### src/rtl/priority_decoder_hold_if.sv
// Handshake and status bundle between a code producer and priority_decoder_hold.
// The master drives codes and counter clears; the slave returns ready, one-hot lines and counts.
interface priority_decoder_hold_if #(
  parameter int CNT_W = 8
);
  logic [1:0]       code;
  logic             code_valid;
  logic             code_ready;
  logic             a;
  logic             b;
  logic             c;
  logic             cnt_clear;
  logic [CNT_W-1:0] cnt_none;
  logic [CNT_W-1:0] cnt_a;
  logic [CNT_W-1:0] cnt_b;
  logic [CNT_W-1:0] cnt_c;

  modport master (
    output code, code_valid, cnt_clear,
    input  code_ready, a, b, c, cnt_none, cnt_a, cnt_b, cnt_c
  );

  modport slave (
    input  code, code_valid, cnt_clear,
    output code_ready, a, b, c, cnt_none, cnt_a, cnt_b, cnt_c
  );
endinterface

### src/rtl/priority_decoder_hold.sv
// Decodes a 2-bit priority code into a registered one-hot pulse of HOLD_CYCLES,
// followed by a GAP_CYCLES idle gap, with saturating per-code event counters.
module priority_decoder_hold #(
  parameter int HOLD_CYCLES = 4,
  parameter int GAP_CYCLES  = 1,
  parameter int CNT_W       = 8
) (
  input logic                    clk,
  input logic                    reset,
  priority_decoder_hold_if.slave bus
);

  typedef enum logic [1:0] {
    IDLE = 2'd0,
    HOLD = 2'd1,
    GAP  = 2'd2
  } state_t;

  localparam logic [7:0] HOLD_INIT = 8'(HOLD_CYCLES - 1);
  localparam logic [7:0] GAP_INIT  = (GAP_CYCLES > 0) ? 8'(GAP_CYCLES - 1) : 8'd0;

  state_t           r_state;
  state_t           w_next_state;
  logic [7:0]       r_timer;
  logic [7:0]       w_next_timer;
  logic [2:0]       r_onehot;
  logic [2:0]       w_next_onehot;
  logic [CNT_W-1:0] r_cnt [4];
  logic             w_ready;
  logic             w_accept;

  function automatic logic [CNT_W-1:0] sat_inc(input logic [CNT_W-1:0] v);
    return (&v) ? v : v + {{(CNT_W-1){1'b0}}, 1'b1};
  endfunction

  function automatic logic [2:0] decode(input logic [1:0] code);
    case (code)
      2'd1:    return 3'b001;
      2'd2:    return 3'b010;
      2'd3:    return 3'b100;
      default: return 3'b000;
    endcase
  endfunction

  assign w_accept = bus.code_valid && w_ready;

  // state register
  always_ff @(posedge clk or posedge reset) begin
    if (reset) begin
      r_state  <= IDLE;
      r_timer  <= 8'd0;
      r_onehot <= 3'b000;
    end else begin
      r_state  <= w_next_state;
      r_timer  <= w_next_timer;
      r_onehot <= w_next_onehot;
    end
  end

  // next-state logic; the one-hot register is loaded on accept and cleared as HOLD ends
  always_comb begin
    w_next_state  = r_state;
    w_next_timer  = r_timer;
    w_next_onehot = r_onehot;
    case (r_state)
      IDLE: begin
        if (w_accept && (bus.code != 2'd0)) begin
          w_next_state  = HOLD;
          w_next_timer  = HOLD_INIT;
          w_next_onehot = decode(bus.code);
        end
      end
      HOLD: begin
        if (r_timer == 8'd0) begin
          w_next_onehot = 3'b000;
          if (GAP_CYCLES == 0) begin
            w_next_state = IDLE;
            w_next_timer = 8'd0;
          end else begin
            w_next_state = GAP;
            w_next_timer = GAP_INIT;
          end
        end else begin
          w_next_timer = r_timer - 8'd1;
        end
      end
      GAP: begin
        if (r_timer == 8'd0) begin
          w_next_state = IDLE;
        end else begin
          w_next_timer = r_timer - 8'd1;
        end
      end
      default: begin
        w_next_state  = IDLE;
        w_next_timer  = 8'd0;
        w_next_onehot = 3'b000;
      end
    endcase
  end

  // outputs: ready depends on state alone, one-hot lines come straight from a register
  always_comb begin
    w_ready        = (r_state == IDLE);
    bus.code_ready = w_ready;
    bus.a          = r_onehot[0];
    bus.b          = r_onehot[1];
    bus.c          = r_onehot[2];
  end

  // clear wins over a same-edge increment
  always_ff @(posedge clk or posedge reset) begin
    if (reset) begin
      for (int i = 0; i < 4; i++) r_cnt[i] <= '0;
    end else if (bus.cnt_clear) begin
      for (int i = 0; i < 4; i++) r_cnt[i] <= '0;
    end else if (w_accept) begin
      r_cnt[bus.code] <= sat_inc(r_cnt[bus.code]);
    end
  end

  assign bus.cnt_none = r_cnt[0];
  assign bus.cnt_a    = r_cnt[1];
  assign bus.cnt_b    = r_cnt[2];
  assign bus.cnt_c    = r_cnt[3];

endmodule

### src/flat_wrapper.sv
// flat-port wrapper written by rule: the top's interface ports become plain ports
module priority_decoder_hold_flat 
#(
  parameter int HOLD_CYCLES = 4,
  parameter int GAP_CYCLES  = 1,
  parameter int CNT_W       = 8
)
  (clk, reset, bus_code, bus_code_valid, bus_cnt_clear, bus_code_ready, bus_a, bus_b, bus_c, bus_cnt_none, bus_cnt_a, bus_cnt_b, bus_cnt_c);
  priority_decoder_hold_if #(.CNT_W(CNT_W)) bus_i ();
  input logic clk;
  input logic reset;
  input wire logic [$bits(bus_i.code)-1:0] bus_code;
  input wire logic [$bits(bus_i.code_valid)-1:0] bus_code_valid;
  input wire logic [$bits(bus_i.cnt_clear)-1:0] bus_cnt_clear;
  output wire logic [$bits(bus_i.code_ready)-1:0] bus_code_ready;
  output wire logic [$bits(bus_i.a)-1:0] bus_a;
  output wire logic [$bits(bus_i.b)-1:0] bus_b;
  output wire logic [$bits(bus_i.c)-1:0] bus_c;
  output wire logic [$bits(bus_i.cnt_none)-1:0] bus_cnt_none;
  output wire logic [$bits(bus_i.cnt_a)-1:0] bus_cnt_a;
  output wire logic [$bits(bus_i.cnt_b)-1:0] bus_cnt_b;
  output wire logic [$bits(bus_i.cnt_c)-1:0] bus_cnt_c;
  assign bus_i.code = bus_code;
  assign bus_i.code_valid = bus_code_valid;
  assign bus_i.cnt_clear = bus_cnt_clear;
  assign bus_code_ready = bus_i.code_ready;
  assign bus_a = bus_i.a;
  assign bus_b = bus_i.b;
  assign bus_c = bus_i.c;
  assign bus_cnt_none = bus_i.cnt_none;
  assign bus_cnt_a = bus_i.cnt_a;
  assign bus_cnt_b = bus_i.cnt_b;
  assign bus_cnt_c = bus_i.cnt_c;
  priority_decoder_hold #(.HOLD_CYCLES(HOLD_CYCLES), .GAP_CYCLES(GAP_CYCLES), .CNT_W(CNT_W)) u_core (.clk(clk), .reset(reset), .bus(bus_i));
endmodule
### config.mk
export PLATFORM = sky130hd
export DESIGN_NAME = priority_decoder_hold_flat
export DESIGN_NICKNAME = d
export VERILOG_FILES = /design/src/rtl/priority_decoder_hold_if.sv /design/src/rtl/priority_decoder_hold.sv /design/src/flat_wrapper.sv
export SDC_FILE = /design/constraint.sdc
export NUM_CORES = 1
export LEC_CHECK = 0
export ABC_AREA = 1
export BUFFER_PORTS_ARGS = -buffer_cell sky130_fd_sc_hd__buf_4
export CAP_MARGIN = 20
export CELL_PAD_IN_SITES_DETAIL_PLACEMENT = 1
export CELL_PAD_IN_SITES_GLOBAL_PLACEMENT = 1
export CORE_ASPECT_RATIO = 1.4
export CORE_MARGIN = 2
export CORE_UTILIZATION = 40
export CTS_CLUSTER_DIAMETER = 120
export DETAILED_ROUTE_END_ITERATION = 10
export PLACE_DENSITY = 0.88
export SETUP_SLACK_MARGIN = 0.02
export SYNTH_ARGS = -nofsm -noshare
export SYNTH_HDL_FRONTEND = slang
export SYNTH_SLANG_ARGS = --single-unit
### constraint.sdc
create_clock -name clk -period 2.1 [get_ports clk]
set_input_delay 0.105 -clock clk [delete_from_list [all_inputs] [get_ports clk]]
set_output_delay 0.105 -clock clk [all_outputs]
set_load 0.01 [all_outputs]
# --- Yosys cells after proc, flatten, opt, wreduce, memory -nomap -nowiden ---
# Cells that the tools add are included.
totals:
  reg_bits: 45
  inputBits: 6
  output_inout_bits: 36
  elab_cells: 54
classes:
  addsub: 2
  n_lt_le_gt_ge: 2
  n_eq_ne: 9
  muxes: 21
  bitwise_logic: 2
  reduce_logical: 11
op_table:
  columns: ["op", "count"]
  rows:
  - ["$mux W32", 2]
  - ["$mux W8", 7]
  - ["$bwmux W32", 1]
  - ["$pmux W8 S3", 1]
  - ["$pmux W3 S3", 2]
  - ["$bmux W8 S2", 1]
  - ["$demux W8 S2", 1]
  - ["$add A8 B1 Y8 const B", 1]
  - ["$logic_not A8 Y1", 1]
  - ["$reduce_and A8 Y1", 1]
  - ["$sub A8 B1 Y8 const B", 1]
  - ["$eq A2 B2 Y1 const B", 3]
  - ["$mux W2", 3]
  - ["$mux W3", 2]
  - ["$pmux W2 S3", 1]
  - ["$reduce_and A3 Y1", 2]
  - ["$eq A2 B1 Y1 const B", 2]
  - ["$ne A2 B1 Y1 const B", 2]
  - ["$ne A2 B2 Y1 const B", 2]
  - ["$reduce_bool A2 Y1", 2]
  - ["$ge A3 B3 Y1 const B", 1]
  - ["$logic_and A1 B1 Y1", 3]
  - ["$lt A3 B1 Y1 const B", 1]
  - ["$not A2 Y3", 1]
  - ["3 further kinds", 3]

# --- Logic depth before layout (Yosys ltp) ---
logic_depth:
  word_depth: 9
  mapped_depth: 15
  mapped_depth_nobuf: 13

# --- Least setup slack after synthesis ---
# Ideal clock, no wire load.
synth_timing:
  path_kind: "register -> register"
  from: "reg u_core.r_timer[0]"
  to: "reg u_core.r_timer[3]"
  setup_time_ps: 127
  arrival_time_ps: 1400
  required_time_ps: 1973
  setup_slack_ps: 573
  stages_incl_launch_ff: 9
  n_path_buf: 0
  period_less_slack_ps: 1527
  cell_sequence: "dfrtp_1 -> inv_1 -> ha_1 -> nand2_1 -> nor2_1 -> inv_1 -> a21oi_1 -> nand2_1 -> a21boi_0"
synth_between:
  elab_chain_cells: 3
  word_cells_on_any_way: 7
synth_rtl:
  columns: ["element", "line", "rtl"]
  rows:
  - ["from (decl)", "priority_decoder_hold.sv:24", "logic [7:0] r_timer;"]
  - ["from (signal assigned)", "priority_decoder_hold.sv:55", "r_timer <= w_next_timer;"]
  - ["$sub A8 B1 Y8 / $logic_not A8 Y1 (equally long branches)", null, null]
  - ["$mux W8, or another cell as far along", "priority_decoder_hold.sv:88", "if (r_timer == 8'd0) begin"]
  - ["$pmux W8 S3 / $reduce_and A2 Y1 (equally long branches)", null, null]
# Several ways; a longest one is shown, not always the timed one. The select of a mux whose other input is x is not followed.
# A chain may end at the register's enable or synchronous reset.

# --- Worst setup path after layout ---
layout_timing:
  from: "reg u_core.r_timer[0]"
  to: "reg u_core.r_timer[1]"
# Same word-level chain as after synthesis.

==> results_dict.tcl <==
set metrics [dict create \
    netlist_top_cells_area "dfrtp_1 45%, nand2_1 27%, inv_1 4.8%, nand3_1 3.8%, nor2_1 3.3%" \
    dp_hpwl_mm 5.899 \
    core_sq_um 6126 \
    criticalPathCategory "flop to flop" \
    slew_violations 0 \
    period_needed_ns 1.892 \
    hp-class "input pin to flop" \
    setup_violations 0 \
    routedWlPerCell_um 16.47 \
    yosys_warnings 0 \
    period_share_pct 90.08 \
    wl_mm 7.855 \
    io_buffers 41 \
    grt_max_degree 25 \
    drtIter0Drc 47 \
    status "completed" \
    ir_worst_vdd_mv 0.3699 \
    clockBufferDepth 2 \
    cts_root_buf "clkbuf_8" \
    start_util_pct 40.99 \
    ioPinCount 42 \
    place_congestion 0.8760 \
    grt-ovfl-total 0 \
    relSlewSlack_pct 41.13 \
    crit_path_end_kind "flop" \
    critPathArrivalTime_ns 2.08 \
    p_leak_uw 0.001723 \
    hold_violations 0 \
    synth_top_area_cell "dfrtp_1" \
    netlist_area_sq_um 2511 \
    worstPathRequired_ns 2.28 \
    clkSinkCount 45 \
    synth.distinct_cells 29 \
    firstDrtPassIters 5 \
    vias 2521 \
    fmax_ghz 0.5286 \
    worstMarginPinSlew_ns 0.8776 \
    cp_slowest_cell "dfrtp_1" \
    htreeDepth 2 \
    synth-seq-cells 45 \
    synth_top_area_share_pct 44.84 \
    syn_inst 354 \
    p_per_area_nw_per_um2 644.4 \
    worstSkewPairLatency_ns 0.30 \
    critPathLaunchType "flop" \
    antenna_left 0 \
    numCtsBuffers 5 \
    final_common_cell "nand2_1" \
    drc_errors 0 \
    viasPerCell 5.285 \
    n_antenna_cell 0 \
    track_usage_pct 24.05 \
    synth_area_per_cell_sq_um 7.094 \
    max_stage_delay_ns 0.38 \
    clk_pin_slew_ns 0.09 \
    tns_ns 0 \
    grt_pass1_wl_mm 13.19 \
    nNetsFinal 412 \
    path_cells "inv_1, ha_1, nand2_1, nor2_2, inv_1, a21oi_2, o21ai_0, nand2_1, o21ai_0" \
    dieArea_sq_um 6937 \
    worstPathBufferInverterCount 2 \
    fp.dieH_um 97.75 \
    holdWs_ns 0.1858 \
    final.setup_skew_ns 0.007955 \
    antenna_found_initial 0 \
    fp-row-count 34 \
    critPathTopFamily "compound AO/OA/AOI/OAI gates" \
    area_growth_pct 20.43 \
    syn_nets 362 \
    cts_tree "done" \
    path_max_fanout 4 \
    mostFrequentLayoutCells "178 x nand2_1, 46 x buf_4, 45 x dfrtp_1" \
    drv_cap 0 \
    fp.dieW_um 70.97 \
    rsz0062_at_grt "false" \
    drive_gt1_share_pct 19.75 \
    seq_area_frac_synth_pct 44.84 \
    grt_pass1_vias 2759 \
]
==> area by class of cell <==
cell class,instances,area [sq um]
Fill cell,846,3102
Clock inverter,3,17.52
Multi-Input combinational cell,270,1211
Inverter,34,135.1
Clock buffer,5,68.82
Sequential cell,45,1126
Timing Repair Buffer,48,375.4
Tap cell,72,90.09
==> timing repair <==
action,in CTS,in global routing
buffers inserted,0,0
resized for setup,1,3
hold buffers,1,0
endpoints found under the hold margin,21,0
gates cloned,0,0
endpoints found under the setup margin,3,11
==> Yosys cell counts, drive strengths merged <==
| cell type | instances |
|---|---|
| nand2 | 187 |
| dfrtp | 45 |
| inv | 34 |
| nor2 | 29 |
| nand3 | 21 |
| o21ai | 14 |
| a21oi | 8 |
| buf | 5 |
| ha | 2 |
| nand4 | 2 |
| xor2 | 2 |
| a21boi | 1 |
| and3 | 1 |
| nand3b | 1 |
| o2111ai | 1 |
| o22ai | 1 |
==> cells by family after synthesis <==
logic type	share of synthesized area, %
AND/OR/NAND/NOR	40.21
XOR/XNOR	0.6977
adder cells (fa/ha/maj)	0.9964
buffers and inverters	7.374
AO/OA/AOI/OAI	5.880
flip-flops	44.84
==> per-stage QoR <==
stage,cell area (sq um),utilization (%),total power (uW),instances,setup slack (ns)
floorplan,2511,-,1269,354,0.5734
global placement,2917,47.61,1374,468,0.1969
detailed placement,2917,47.61,1410,468,0.01763
CTS,3015,49.22,1954,477,0.07787
global route,3024,49.37,2054,477,0.02011
finish,3024,49.37,1949,477,0.2083
==> routing by layer <==
metal	GRT usage (%)	vias to the layer above	part of all wire [%]
met3	3.199	21	3.0
met2	45.36	63	56
li1	-	1184	-
met4	10.01	0	3.2
met5	0	-	0
met1	26.34	1253	38
==> power breakdown <==
group          internal (uW)  switching, uW
Combinational            130            281
Clock                    230            311
Sequential               948           48.3
==> registers in the layout, indices dropped and copies added, names as in the netlist <==
signal and flops:
u_core.bus.cnt_c 8, u_core.r_state 2, u_core.r_onehot 3, u_core.bus.cnt_none 8, u_core.r_timer 8, u_core.bus.cnt_a 8
u_core.bus.cnt_b 8
==> worst reg2reg max path, cell delays in order (launching register included) <==
cell and delay, ns:
dfrtp_1 0.38, inv_1 0.13, ha_1 0.22, nand2_1 0.13, nor2_2 0.21, inv_1 0.13, a21oi_2 0.23, o21ai_0 0.16
nand2_1 0.10, o21ai_0 0.09
==> final timing paths <==
kind                                                 from                               to  slack (ns)  cells past startpoint
max                         u_core.r_timer[0]$_DFFE_PP0P_    u_core.r_timer[1]$_DFFE_PP0P_        0.21                      9
min                                         bus_cnt_clear  u_core.bus.cnt_b[0]$_DFFE_PP0P_        0.19                      4
max reg2reg                 u_core.r_timer[0]$_DFFE_PP0P_    u_core.r_timer[1]$_DFFE_PP0P_        0.21                      9
min reg2reg                u_core.r_onehot[0]$_DFFE_PP0P_   u_core.r_onehot[0]$_DFFE_PP0P_        0.49                      2
max in group asynchronous                           reset  u_core.bus.cnt_c[6]$_DFFE_PP0P_        1.11                      4
min in group asynchronous                           reset    u_core.r_timer[4]$_DFFE_PP0P_        0.43                      3
No activity file was read; power rests on OpenSTA's default activity.
